File: config.mk
export PLATFORM = sky130hd
export DESIGN_NAME = md_issue
export DESIGN_NICKNAME = d
export VERILOG_FILES = /design/src/rtl/md_issue.sv
export SDC_FILE = /design/constraint.sdc
export NUM_CORES = 1
export LEC_CHECK = 0
export ABC_AREA = 1
export CAP_MARGIN = 20
export CORE_MARGIN = 2
export CORE_UTILIZATION = 34
export CTS_BUF_LIST = sky130_fd_sc_hd__clkbuf_4
export DETAILED_ROUTE_END_ITERATION = 12
export PLACE_DENSITY = 0.8
export SLEW_MARGIN = 20
export SYNTH_ARGS = -nofsm -noshare
export SYNTH_HDL_FRONTEND = slang
export SYNTH_SLANG_ARGS = --single-unit
File: constraint.sdc
create_clock -name clk -period 1.2 [get_ports clk]
set_input_delay 0.24 -clock clk [delete_from_list [all_inputs] [get_ports clk]]
set_output_delay 0.24 -clock clk [all_outputs]
set_load 0.01 [all_outputs]
File: src/rtl/md_issue.sv
// Issue/write-back controller for the iterative mult/div unit: starts the unit, tracks its latency,
// applies sign correction and owns HI/LO. Define MD_SIGNED_EN to enable signed MULT/DIV handling.
module md_issue #(
  parameter int MULT_LAT = 5,
  parameter int DIV_LAT  = 10
) (
  input  logic        clk,
  input  logic        rst_n,
  input  logic        md_valid_E,
  input  logic [2:0]  md_op_E,
  input  logic [31:0] rs_val_E,
  input  logic [31:0] rt_val_E,
  input  logic        md_use_D,
  output logic        stall_D,
  output logic        u_start,
  output logic        u_mult,
  output logic        u_div,
  output logic [31:0] u_data1,
  output logic [31:0] u_data2,
  input  logic [31:0] u_hi,
  input  logic [31:0] u_lo,
  output logic [31:0] hi,
  output logic [31:0] lo,
  output logic        md_busy
);

  localparam int MAX_LAT = (MULT_LAT > DIV_LAT) ? MULT_LAT : DIV_LAT;
  localparam int CNT_W   = $clog2(MAX_LAT + 1);

  localparam logic [2:0] OP_MULT  = 3'd1;
  localparam logic [2:0] OP_MULTU = 3'd2;
  localparam logic [2:0] OP_DIV   = 3'd3;
  localparam logic [2:0] OP_DIVU  = 3'd4;
  localparam logic [2:0] OP_MTHI  = 3'd5;
  localparam logic [2:0] OP_MTLO  = 3'd6;

  typedef enum logic [1:0] {IDLE, RUN, FIX} state_e;

  state_e           state_q;
  logic [CNT_W-1:0] cnt_q;
  logic [31:0]      hi_q, lo_q;
  logic [31:0]      fix_hi_d, fix_lo_d;
  logic             idle, is_mul, is_div, issue;

  assign idle   = (state_q == IDLE);
  assign is_mul = (md_op_E == OP_MULT) || (md_op_E == OP_MULTU);
  // A zero divisor never starts the unit, so HI/LO keep their old values.
  assign is_div = ((md_op_E == OP_DIV) || (md_op_E == OP_DIVU)) && (rt_val_E != 32'd0);
  assign issue  = md_valid_E & idle & (is_mul | is_div);

  assign u_start = issue;
  assign u_mult  = issue & is_mul;
  assign u_div   = issue & is_div;
  assign md_busy = ~idle;
  assign stall_D = md_use_D & (md_busy | issue);
  assign hi      = hi_q;
  assign lo      = lo_q;

`ifdef MD_SIGNED_EN
  function automatic logic [31:0] mag32(input logic [31:0] v);
    return v[31] ? (~v + 32'd1) : v;
  endfunction

  function automatic logic [63:0] neg64(input logic [63:0] v);
    return ~v + 64'd1;
  endfunction

  logic div_q, neg_lo_q, neg_hi_q;
  logic signed_op, neg_lo_d, neg_hi_d;

  assign signed_op = (md_op_E == OP_MULT) || (md_op_E == OP_DIV);
  assign neg_lo_d  = signed_op & (rs_val_E[31] ^ rt_val_E[31]);
  // Remainder takes the dividend's sign; a product negates both halves together.
  assign neg_hi_d  = signed_op & ((md_op_E == OP_MULT) ? (rs_val_E[31] ^ rt_val_E[31])
                                                       : rs_val_E[31]);
  assign u_data1   = signed_op ? mag32(rs_val_E) : rs_val_E;
  assign u_data2   = signed_op ? mag32(rt_val_E) : rt_val_E;

  always_ff @(posedge clk or negedge rst_n) begin
    if (!rst_n) begin
      div_q    <= 1'b0;
      neg_lo_q <= 1'b0;
      neg_hi_q <= 1'b0;
    end else if (issue) begin
      div_q    <= is_div;
      neg_lo_q <= neg_lo_d;
      neg_hi_q <= neg_hi_d;
    end
  end

  always_comb begin
    fix_hi_d = u_hi;
    fix_lo_d = u_lo;
    if (div_q) begin
      if (neg_lo_q) fix_lo_d = mag32(~u_lo + 32'd1) == 32'd0 ? 32'd0 : (~u_lo + 32'd1);
      if (neg_hi_q) fix_hi_d = ~u_hi + 32'd1;
    end else if (neg_lo_q) begin
      {fix_hi_d, fix_lo_d} = neg64({u_hi, u_lo});
    end
  end
`else
  assign u_data1  = rs_val_E;
  assign u_data2  = rt_val_E;
  assign fix_hi_d = u_hi;
  assign fix_lo_d = u_lo;
`endif

  always_ff @(posedge clk or negedge rst_n) begin
    if (!rst_n) begin
      state_q <= IDLE;
      cnt_q   <= '0;
      hi_q    <= '0;
      lo_q    <= '0;
    end else begin
      case (state_q)
        IDLE: begin
          if (issue) begin
            cnt_q   <= is_div ? CNT_W'(DIV_LAT) : CNT_W'(MULT_LAT);
            state_q <= RUN;
          end else if (md_valid_E && (md_op_E == OP_MTHI)) begin
            hi_q <= rs_val_E;
          end else if (md_valid_E && (md_op_E == OP_MTLO)) begin
            lo_q <= rs_val_E;
          end
        end
        // cnt reaches zero on the edge that enters FIX; unit results are valid during FIX.
        RUN: begin
          cnt_q <= cnt_q - CNT_W'(1);
          if (cnt_q == CNT_W'(1)) state_q <= FIX;
        end
        FIX: begin
          hi_q    <= fix_hi_d;
          lo_q    <= fix_lo_d;
          state_q <= IDLE;
        end
        default: state_q <= IDLE;
      endcase
    end
  end

endmodule

==> results by group, run 1 <==
Run status
  • Status: complete, but fails checks
  • Failing checks: setup timing

Logic synthesis
  • Synth area leader: dfrtp_1
  • Seq/Total Area, Yosys: 43.0%
  • Synth unique cells: 22
  • YS warnings: 0
  • Area contributors post-synth: dfrtp_1 (43%), buf_4 (13%), nand3_1 (8.7%)
  • Primary FF master, synth: dfrtp_1
  • Syn_area_per_cell: approximately 8.2 um^2
  • Post-synth EDFFs: 0
  • Most common cell in the synthesized netlist: nand3_1
  • Post-synth top cells: nand3_1 (71), dfrtp_1 (70), buf_4 (68)
  • Post-Syn Instances: 499
  • Net Count, Synth: 636
  • Synth async-reset ratio: 100%
  • #FFs+latches synth: 70
  • Synthesized area: 4070 um^2
  • Share of the synthesized area in the top cell type: 43.0%

Global route
  • Largest net degree at the start of global routing: a little over 70
  • GRT Overall Usage: 23.0%
  • First-pass GRT wire length: 23700 um
  • Grt total ovfl: 0
  • Initial antenna violation count: 0
  • Vias in the first global route: 4740

Timing
  • Minimum clock period: roughly 1.8 ns
  • Final period util: 150%
  • Max Fclk: 554 MHz
  • Fin Setup TNS: -30.07 ns
  • Clock skew: 0.0153 ns
  • RSZ-0062 raised after global routing: true
  • Final hold viol count: 0
  • Slew Viols, Final: 0
  • Max-slew headroom: between 70 and 80%
  • Setup Viol. Count Final: 99
  • Final worst slack: -0.604 ns
  • Worst-margin pin slew: 0.402 ns

Finish
  • Register area: about 1800 um^2
  • Layout cells sized above 1: 53.5%
  • Filler Cells Inserted: 811
  • Multi-input gate area: 2460 um^2
  • Nets: 979
  • Diode count: 0
  • Final Cell Area: 8630 um^2
  • Fin cells: 990
  • Area growth syn-to-layout: 112%

Detailed routing
  • DRT Wirelength: 19900 um
  • TritonRoute pass-1 iters: 6
  • Detailed-route via count: 5320
  • Initial DRC Count: 482
  • Remaining antenna violation count: 0
  • Drt wl/cell: 20.1 um
  • Routed vias/inst: 5.37
  • DRC Markers: 0

Critical path
  • R2r endpoint: hi[9]$_DFFE_PN0P_
  • CP cell instances: nor2_4 > nand2_4 > buf_4 > buf_6 > o21ai_4 > buf_12 > buf_12 > clkbuf_16 > nor2_1 > a31oi_1
  • R2R depth: 10
  • Worst Path Arrival: roughly 2.1 ns
  • Crit-path max cell delay: 0.47 ns
  • Most frequent CP cell: buf_12
  • Critical Path Source: state_q[1]$_DFFE_PN0P_
  • Crit path required time: 1.54 ns
  • Worst path buffer plus inverter count: 5
  • CP Launch Type: register
  • Crit. End Element: register
  • Family with the most delay on the worst path: buffers and inverters
  • Worst Path Max Fanout: 8
  • CP endpoint: hi[9]$_DFFE_PN0P_
  • Slowest library cell on the worst path: dfrtp_2
  • Critical Path Stages: 10
  • Worst R2R Setup Slack: -0.60 ns
  • Crit Path Class: register to register
  • R2r startpoint: state_q[1]$_DFFE_PN0P_

Floorplanning
  • Ports: 268
  • Row count: 39
  • Die ar.: 12900 um^2
  • Core ar.: 11600 um^2
  • Initial core utilization: approximately a third
  • Die Wd: 113 um
  • Chip height: 113 um

Placed design
  • Placed Instances: 879
  • I/O Buffers: between 200 and 300
  • Global placement routability congestion: 0.931
  • Placed Area: 6920 um^2
  • DPL Wire Length: around 11000 um
  • Setup WS pre-CTS: -1.00 ns

CTS
  • Clock root cell: clkbuf_4
  • Clock sinks: 70
  • CTS Buf Count: 9
  • Worst-Skew Late Latency: 0.41 ns
  • CTS H-tree depth: 3
  • Clock tree buffer depth: 2
  • CTS tree: built
  • Reg clk slew, reported paths: between 0.1 and 0.15 ns

Power and ir drop
  • Leakage: 3.75 nW
  • Peak VDD IR: just over 1 mV
  • Pwr/cell area: 2200 nW/um^2

Run
  • Max-cap violations: 0

Hold path
  • HP Class: input port to register
registers in the layout, indices dropped and copies added (netlist names):
signal   count
cnt_q        4
hi          32
lo          32
state_q      2
worst register-to-register path, delay by kind of cell, from the launching register on:
family          cells  cell delay (ns)
simple gates        3             0.24
flops               1             0.47
compound gates      2             0.35
buf+inv             5             0.68
area by class of cell:
type,count,share of cell area (%)
clock buffers,10,0.870
clock inverters,6,0.334
inverters,30,1.48
multi-input cells,299,28.5
flip-flops and latches,70,20.3
well taps,143,2.07
repair buffers,432,46.4
logic make-up after synthesis:
family	synth area share [%]
DFF	43.0
AOI/OAI and AO/OA	17.1
adders and majority gates	0.614
and+or+nand+nor	20.7
buffers and inverters	18.6
metal layers:
| layer | vias to the layer above | part of all wire (%) | track usage [%] | wire, um |
|---|---|---|---|---|
| met5 | - | 0 | 0 | 0 |
| met4 | 0 | 3.5 | 8.54 | 705 |
| met3 | 58 | 5.4 | 3.99 | 1080 |
| met2 | 277 | 52 | 40.5 | 10300 |
| met1 | 2617 | 39 | 28.1 | 7780 |
| li1 | 2368 | - | - | - |
cell usage in the layout (no fill, tap or decap), types with 15 or more instances in the layout:
cell type,n
buf_4,115
clkdlybuf4s50_1,97
buf_2,74
dfrtp_1,69
nand3_1,57
nor2_1,41
nand2_1,40
buf_6,38
dlygate4sd2_1,34
a41oi_2,31
clkbuf_2,26
buf_12,20
a21oi_2,17
inv_1,16
a31oi_1,16
nand2_2,15
clkbuf_16,15
worst min-delay path by stage:
stage	end	depth (start not counted)	slack (ns)	startpoint
5_1_grt	hi[31]$_DFFE_PN0P_	3	0.28	rs_val_E[31]
4_1_cts	hi[0]$_DFFE_PN0P_	3	0.28	rs_val_E[0]
3_5_place_dp	hi[3]$_DFFE_PN0P_	2	0.28	rst_n
2_1_floorplan	cnt_q[0]$_DFFE_PN0P_	0	-0.06	rst_n
3_3_place_gp	lo[31]$_DFFE_PN0P_	2	0.27	rst_n
6_report	hi[31]$_DFFE_PN0P_	3	0.31	rs_val_E[31]
per-stage QoR:
| step | util [%] | hold WS (ns) | total power, mW |
|---|---|---|---|
| after floorplan | - | -0.0556 | 7.97 |
| after global placement | 59.9 | 0.273 | 12.2 |
| after detailed placement | 59.9 | 0.278 | 12.5 |
| after CTS | 60.6 | 0.280 | 13.6 |
| after global routing | 74.6 | 0.285 | 19.9 |
| final | 74.6 | 0.314 | 18.9 |
what timing repair did:
item / CTS / global route
gates resized for setup: 523 / 263
hold buffers: 1 / 0
endpoints found under the setup margin: 203 / 162
buffers inserted: 31 / 44
pin swaps: 27 / 61
endpoints found under the hold margin: 70 / 0
cloned: 0 / 23
power by group:
part / total, mW / internal, mW / switching (mW)
combinational: 13.3 / 6.96 / 6.34
clock: 1.30 / 0.423 / 0.873
sequential: 4.34 / 3.54 / 0.800
(Power assumes the default switching activity.)
==> inputs of run 2 (changes only) <==
--- a/config.mk
+++ b/config.mk
@@ -12,6 +12,7 @@
 export CTS_BUF_LIST = sky130_fd_sc_hd__clkbuf_4
 export DETAILED_ROUTE_END_ITERATION = 12
 export PLACE_DENSITY = 0.8
+export SKIP_CTS_REPAIR_TIMING = 1
 export SLEW_MARGIN = 20
 export SYNTH_ARGS = -nofsm -noshare
 export SYNTH_HDL_FRONTEND = slang
==> results by group, run 2 (synthesized netlist as in run 1, its figures left out) <==
Detailed routing
  • Drt wl/cell: 16.2 um (-19%)
  • Routed vias/inst: 5.05 (-6.0%)
  • DRT Wirelength: 14700 um (-26%)
  • DRC Markers: 0 (unchanged)
  • Initial DRC Count: 364 (-24%)
  • TritonRoute pass-1 iters: 5 (-1)
  • Remaining antenna violation count: 0 (unchanged)
  • Detailed-route via count: 4572 (-14%)

Global route
  • First-pass GRT wire length: 22900 um (-3.3%)
  • Grt total ovfl: 0 (unchanged)
  • Vias in the first global route: 4550 (-4.0%)
  • GRT Overall Usage: 22.2% (-0.74 points)
  • Initial antenna violation count: 0 (unchanged)
  • Largest net degree at the start of global routing: 71 (unchanged)

Run status
  • Status: complete, but fails checks
  • Failing checks: setup timing

CTS
  • CTS Buf Count: 9 (unchanged)
  • CTS tree: built
  • Reg clk slew, reported paths: 0.12 ns (about the same)
  • CTS H-tree depth: 3 (unchanged)
  • Clock sinks: 70 (unchanged)
  • Worst-Skew Late Latency: 0.40 ns (about the same)
  • Clock tree buffer depth: 2 (unchanged)
  • Clock root cell: clkbuf_4

Floorplanning
  • Die ar.: 12900 um^2 (unchanged)
  • Initial core utilization: 35.2% (unchanged)
  • Die Wd: 113 um (unchanged)
  • Chip height: 113 um (unchanged)
  • Row count: 39 (unchanged)
  • Core ar.: 11600 um^2 (unchanged)
  • Ports: 268 (unchanged)

Finish
  • Nets: 894 (-8.7%)
  • Diode count: 0 (unchanged)
  • Most frequent cells in the layout: clkdlybuf4s50_1 (163), nand3_1 (70), dfrtp_1 (69), buf_4 (69)
  • Area growth syn-to-layout: 71.1%
  • Layout cells sized above 1: 23.5% (-30 points)
  • Fin cells: 905 (-8.6%)
  • Commonest non-fill, non-tap cell in the layout: clkdlybuf4s50_1

Power and ir drop
  • Final Total Pwr: 13.1 mW (-31%)
  • Leakage: 3.36 nW (-10%)
  • Peak VDD IR: 0.876 mV (-15%)
  • Pwr/cell area: 1880 nW/um^2 (-14%)

Critical path
  • Worst Path Arrival: 1.47 ns (-0.67 ns)
  • Crit-path max cell delay: 0.44 ns (-0.03 ns)
  • CP cell instances: nor2_4 > nand2_2 > inv_4 > nand3_4 > buf_6 > nand2_2 > buf_6
  • Slowest library cell on the worst path: dfrtp_2
  • CP Launch Type: register
  • Critical Path Source: state_q[1]$_DFFE_PN0P_
  • Crit path required time: 0.96 ns (-0.58 ns)
  • Crit. End Element: output pin
  • Worst Path Max Fanout: 3 (-5)
  • Crit Path Class: register to output pin
  • R2r startpoint: state_q[1]$_DFFE_PN0P_

Run
  • Max-cap violations: 0 (unchanged)

Timing
  • Minimum clock period: 1.71 ns (-0.0894 ns)
  • Setup Viol. Count Final: 128 (+29%)
  • Final period util: 143% (-7.4 points)
  • Slew Viols, Final: 0 (unchanged)
  • Final worst slack: -0.515 ns (+0.0894 ns)
  • Final hold viol count: 0 (unchanged)
  • Worst-margin pin slew: 0.395 ns (-0.00734 ns)
  • RSZ-0062 raised after global routing: true
  • Clock skew: 0.0140 ns (-0.00134 ns)
  • Max-slew headroom: 73.7% (+0.49 points)
  • Max Fclk: 583 MHz (+5.2%)

Placed design
  • Placed Instances: 879 (unchanged)
  • Global placement routability congestion: 0.931 (unchanged)
  • I/O Buffers: 267 (unchanged)
  • DPL Wire Length: 11300 um (unchanged)

Hold path
  • HP Class: input port to asynchronous set/reset pin
run 2: cell types whose count changed in the layout (fill, tap and decap cells not counted), moves of 29 or more:
cell / change
dlymetal6s2s_1: +37
buf_4: -46
a21oi_1: +29
a41oi_1: +31
clkdlybuf4s50_1: +66
dlygate4sd2_1: -34
a41oi_2: -31
buf_2: -71
run 2: worst paths after layout:
check	to	slack, ns	cells after the start
min in group clk	hi[8]$_DFFE_PN0P_	0.41	3
hold / removal	hi[3]$_DFFE_PN0P_	0.36	3
setup / recovery	u_start	-0.51	7
max in group asynchronous	hi[18]$_DFFE_PN0P_	0.51	3
hold reg to reg	hi[31]$_DFFE_PN0P_	0.56	2
setup reg to reg	lo[30]$_DFFE_PN0P_	-0.38	6
run 2: cell type report:
cell class / count / area (um^2)
Clock inverter: 6 / 28.8
Inverter: 30 / 116
Timing Repair Buffer: 347 / 3200
Fill cell: 1000 / 4590
Tap cell: 143 / 179
Multi-Input combinational cell: 299 / 1620
Clock buffer: 10 / 75.1
Sequential cell: 70 / 1750
run 2: layer usage:
metal / vias up / track usage, % / part of all wire, %
li1: 2198 / - / -
met5: - / 0 / 0
met2: 192 / 38.7 / 50
met1: 2152 / 27.3 / 42
met3: 30 / 4.30 / 5.7
met4: 0 / 8.37 / 2.4
run 2: stage by stage:
stage | util [%] | worst slack (ns) | cell area, um^2 | TNS (ns) | hold WS, ns
3_5_place_dp | 59.9 | -1.00 | 6920 | -60.37 | 0.278
3_3_place_gp | 59.9 | -0.972 | 6920 | -57.41 | 0.273
6_report | 60.3 | -0.515 | 6970 | -35.46 | 0.356
4_1_cts | 60.8 | -1.04 | 7030 | -79.91 | -0.189
2_1_floorplan | - | -0.0653 | 4110 | -1.80 | -0.0556
5_1_grt | 60.3 | -0.642 | 6970 | -49.38 | 0.357
run 2: critical path: cells and delay by family, from the launching register on:
| kind | cells | cell delay (ns) |
|---|---|---|
| buffers and inverters | 3 | 0.31 |
| flip-flops | 1 | 0.44 |
| AND/OR/NAND/NOR | 4 | 0.32 |
run 2: power breakdown:
group / total (mW) / switching [mW] / internal (mW)
Clock: 1.26 / 0.835 / 0.423
Combinational: 7.60 / 3.99 / 3.61
Sequential: 4.25 / 0.711 / 3.54
Total: 13.1 / 5.54 / 7.58
==> inputs of run 3 (changes only) <==
--- a/config.mk
+++ b/config.mk
@@ -8,10 +8,11 @@
 export ABC_AREA = 1
 export CAP_MARGIN = 20
 export CORE_MARGIN = 2
-export CORE_UTILIZATION = 34
+export CORE_UTILIZATION = 32
 export CTS_BUF_LIST = sky130_fd_sc_hd__clkbuf_4
 export DETAILED_ROUTE_END_ITERATION = 12
-export PLACE_DENSITY = 0.8
+export GPL_ROUTABILITY_DRIVEN = 0
+export PLACE_DENSITY = 0.76
 export SKIP_CTS_REPAIR_TIMING = 1
 export SLEW_MARGIN = 20
 export SYNTH_ARGS = -nofsm -noshare
==> results by group, run 3 (synthesized netlist as in run 1, its figures left out) <==
Critical path
  • Crit-path max cell delay: 0.45 ns (about the same)
  • Crit. End Element: output pin
  • Crit Path Class: input port to output pin
  • Family with the most delay on the worst path: simple AND/OR/NAND/NOR gates
  • Crit path required time: 0.96 ns (about the same)
  • CP Launch Type: input port
  • Worst Path Max Fanout: 4 (+1)
  • Worst Path Arrival: 1.53 ns (+0.06 ns)
  • CP cell instances: clkdlybuf4s50_1 > nor2_1 > nand4_1 > nor2_2 > nand2_2 > nand3_4 > nand3_2 > nand2_1 > inv_2 > buf_6
  • Worst path buffer plus inverter count: 3 (unchanged)
  • Slowest library cell on the worst path: clkdlybuf4s50_1

Timing
  • Slew Viols, Final: 0 (unchanged)
  • RSZ-0062 raised after global routing: true
  • Worst-margin pin slew: 0.387 ns (-0.00852 ns)
  • Max-slew headroom: 74.2% (+0.57 points)
  • Clock skew: 0.0124 ns (-0.00163 ns)
  • Final worst slack: -0.568 ns (-0.0530 ns)
  • Final hold viol count: 0 (unchanged)
  • Minimum clock period: 1.77 ns (+0.0530 ns)
  • Max Fclk: 566 MHz (-3.0%)
  • Final period util: 147% (+4.4 points)
  • Setup Viol. Count Final: 81 (-37%)

CTS
  • Clock root cell: clkbuf_4
  • Clock sinks: 70 (unchanged)
  • CTS Buf Count: 9 (unchanged)
  • Worst-Skew Late Latency: 0.41 ns (about the same)
  • CTS H-tree depth: 3 (unchanged)
  • Clock tree buffer depth: 2 (unchanged)
  • Reg clk slew, reported paths: 0.13 ns (about the same)
  • CTS tree: built

Global route
  • Vias in the first global route: 4395 (-3.4%)
  • First-pass GRT wire length: 21500 um (-6.2%)
  • GRT Overall Usage: 20.0% (-2.2 points)
  • Initial antenna violation count: 0 (unchanged)
  • Grt total ovfl: 0 (unchanged)
  • Largest net degree at the start of global routing: 71 (unchanged)

Placed design
  • Placed Instances: 904 (+2.8%)
  • I/O Buffers: 267 (unchanged)
  • DPL Wire Length: 10900 um (-3.8%)

Floorplanning
  • Die ar.: 13600 um^2 (+6.0%)
  • Chip height: 117 um (+3.0%)
  • Ports: 268 (unchanged)
  • Row count: 41 (+5.1%)
  • Core ar.: 12500 um^2 (+8.2%)
  • Initial core utilization: 32.5% (-2.7 points)
  • Die Wd: 117 um (+3.0%)

Finish
  • Register area: 1750 um^2 (unchanged)
  • Nets: 919 (+2.8%)
  • Area growth syn-to-layout: 86.2%
  • Layout Utilization: 60.6% (+0.32 points)
  • Multi-input gate area: 1690 um^2 (+4.5%)
  • Layout cells sized above 1: 27.7% (+4.2 points)
  • Fin cells: 959 (+6.0%)
  • Filler Cells Inserted: 1098 (+9.8%)
  • Commonest non-fill, non-tap cell in the layout: clkdlybuf4s50_1
  • Most frequent cells in the layout: clkdlybuf4s50_1 (126), buf_4 (80), nand3_1 (70), dlymetal6s2s_1 (70), dfrtp_1 (69)
  • Diode count: 0 (unchanged)

Detailed routing
  • TritonRoute pass-1 iters: 4 (-1)
  • Initial DRC Count: 247 (-32%)
  • Routed vias/inst: 4.91 (-2.8%)
  • Drt wl/cell: 16.6 um (+2.5%)
  • Remaining antenna violation count: 0 (unchanged)
  • DRT Wirelength: 16000 um (+8.6%)
  • Detailed-route via count: 4708 (+3.0%)
  • DRC Markers: 0 (unchanged)

Power and ir drop
  • Pwr/cell area: 1950 nW/um^2 (+3.9%)
  • Final Total Pwr: 14.8 mW (+13%)
  • Leakage: 3.88 nW (+16%)
  • Peak VDD IR: 0.811 mV (-7.4%)

Run
  • Max-cap violations: 0 (unchanged)

Run status
  • Status: complete, but fails checks
  • Failing checks: setup timing

Hold path
  • HP Class: input port to asynchronous set/reset pin
==> run 3: cell count changes in the layout (fill, tap and decap cells not counted), moves of 3 or more <==
cell             before  now
nor2_1               49   43
buf_8                 0    3
dlymetal6s2s_1       37   70
nor2_2                1    7
buf_4                69   80
a31oi_1              33   28
clkdlybuf4s50_1     163  126
clkbuf_16             0    5
buf_6                12   18
a31oi_4               0    3
buf_12                8   13
==> run 3: through the flow <==
step | setup TNS, ns | setup WS [ns] | cell area (um^2) | hold WS [ns]
after floorplan | -1.80 | -0.0653 | 4110 | -0.0556
after global placement | -58.87 | -1.01 | 6940 | 0.282
after detailed placement | -61.42 | -1.06 | 6940 | 0.287
after CTS | -74.11 | -1.10 | 7090 | -0.196
after global routing | -35.63 | -0.660 | 7590 | 0.363
final | -25.93 | -0.568 | 7590 | 0.383
==> run 3: path summary, 6_finish.rpt <==
check,start,to,slack (ns),depth (start not counted)
min in group clk,u_hi[27],hi[27]$_DFFE_PN0P_,0.39,3
worst max-delay path,rt_val_E[26],stall_D,-0.57,10
worst min register to register,hi[13]$_DFFE_PN0P_,hi[13]$_DFFE_PN0P_,0.56,2
max in group asynchronous,rst_n,state_q[1]$_DFFE_PN0P_,0.49,3
worst max register to register,state_q[1]$_DFFE_PN0P_,hi[2]$_DFFE_PN0P_,-0.51,9
worst min-delay path,rst_n,hi[28]$_DFFE_PN0P_,0.38,3
==> run 3: routing by layer <==
metal | vias to the layer above | global-route usage, % | wire [um]
met4 | 0 | 6.51 | 374
met2 | 197 | 35.1 | 8300
met1 | 2235 | 24.4 | 6250
li1 | 2241 | - | -
met5 | - | 0 | 0
met3 | 35 | 4.43 | 1030
==> run 3: cell type report <==
type	instances	share of cell area, %
clock buffers	10	0.990
well taps	172	2.84
inverters	30	1.53
clock inverters	6	1.01
multi-input cells	299	22.3
repair buffers	372	48.3
flip-flops and latches	70	23.1
==> run 3: worst reg2reg max path, stage by stage, from the launching register on <==
cell and delay, ns:
dfrtp_2 0.45, nor2_4 0.13, nand2_2 0.08, buf_4 0.14
buf_4 0.13, o21ai_4 0.20, buf_12 0.17, clkbuf_16 0.15
nor2_1 0.07, a31oi_4 0.13
==> run 3: power by group <==
part | switching (mW) | total, mW | internal (mW) | leakage, nW
logic | 4.34 | 8.85 | 4.51 | 3.01
clock network | 0.853 | 1.70 | 0.846 | 0.0829
registers | 0.729 | 4.27 | 3.54 | 0.787
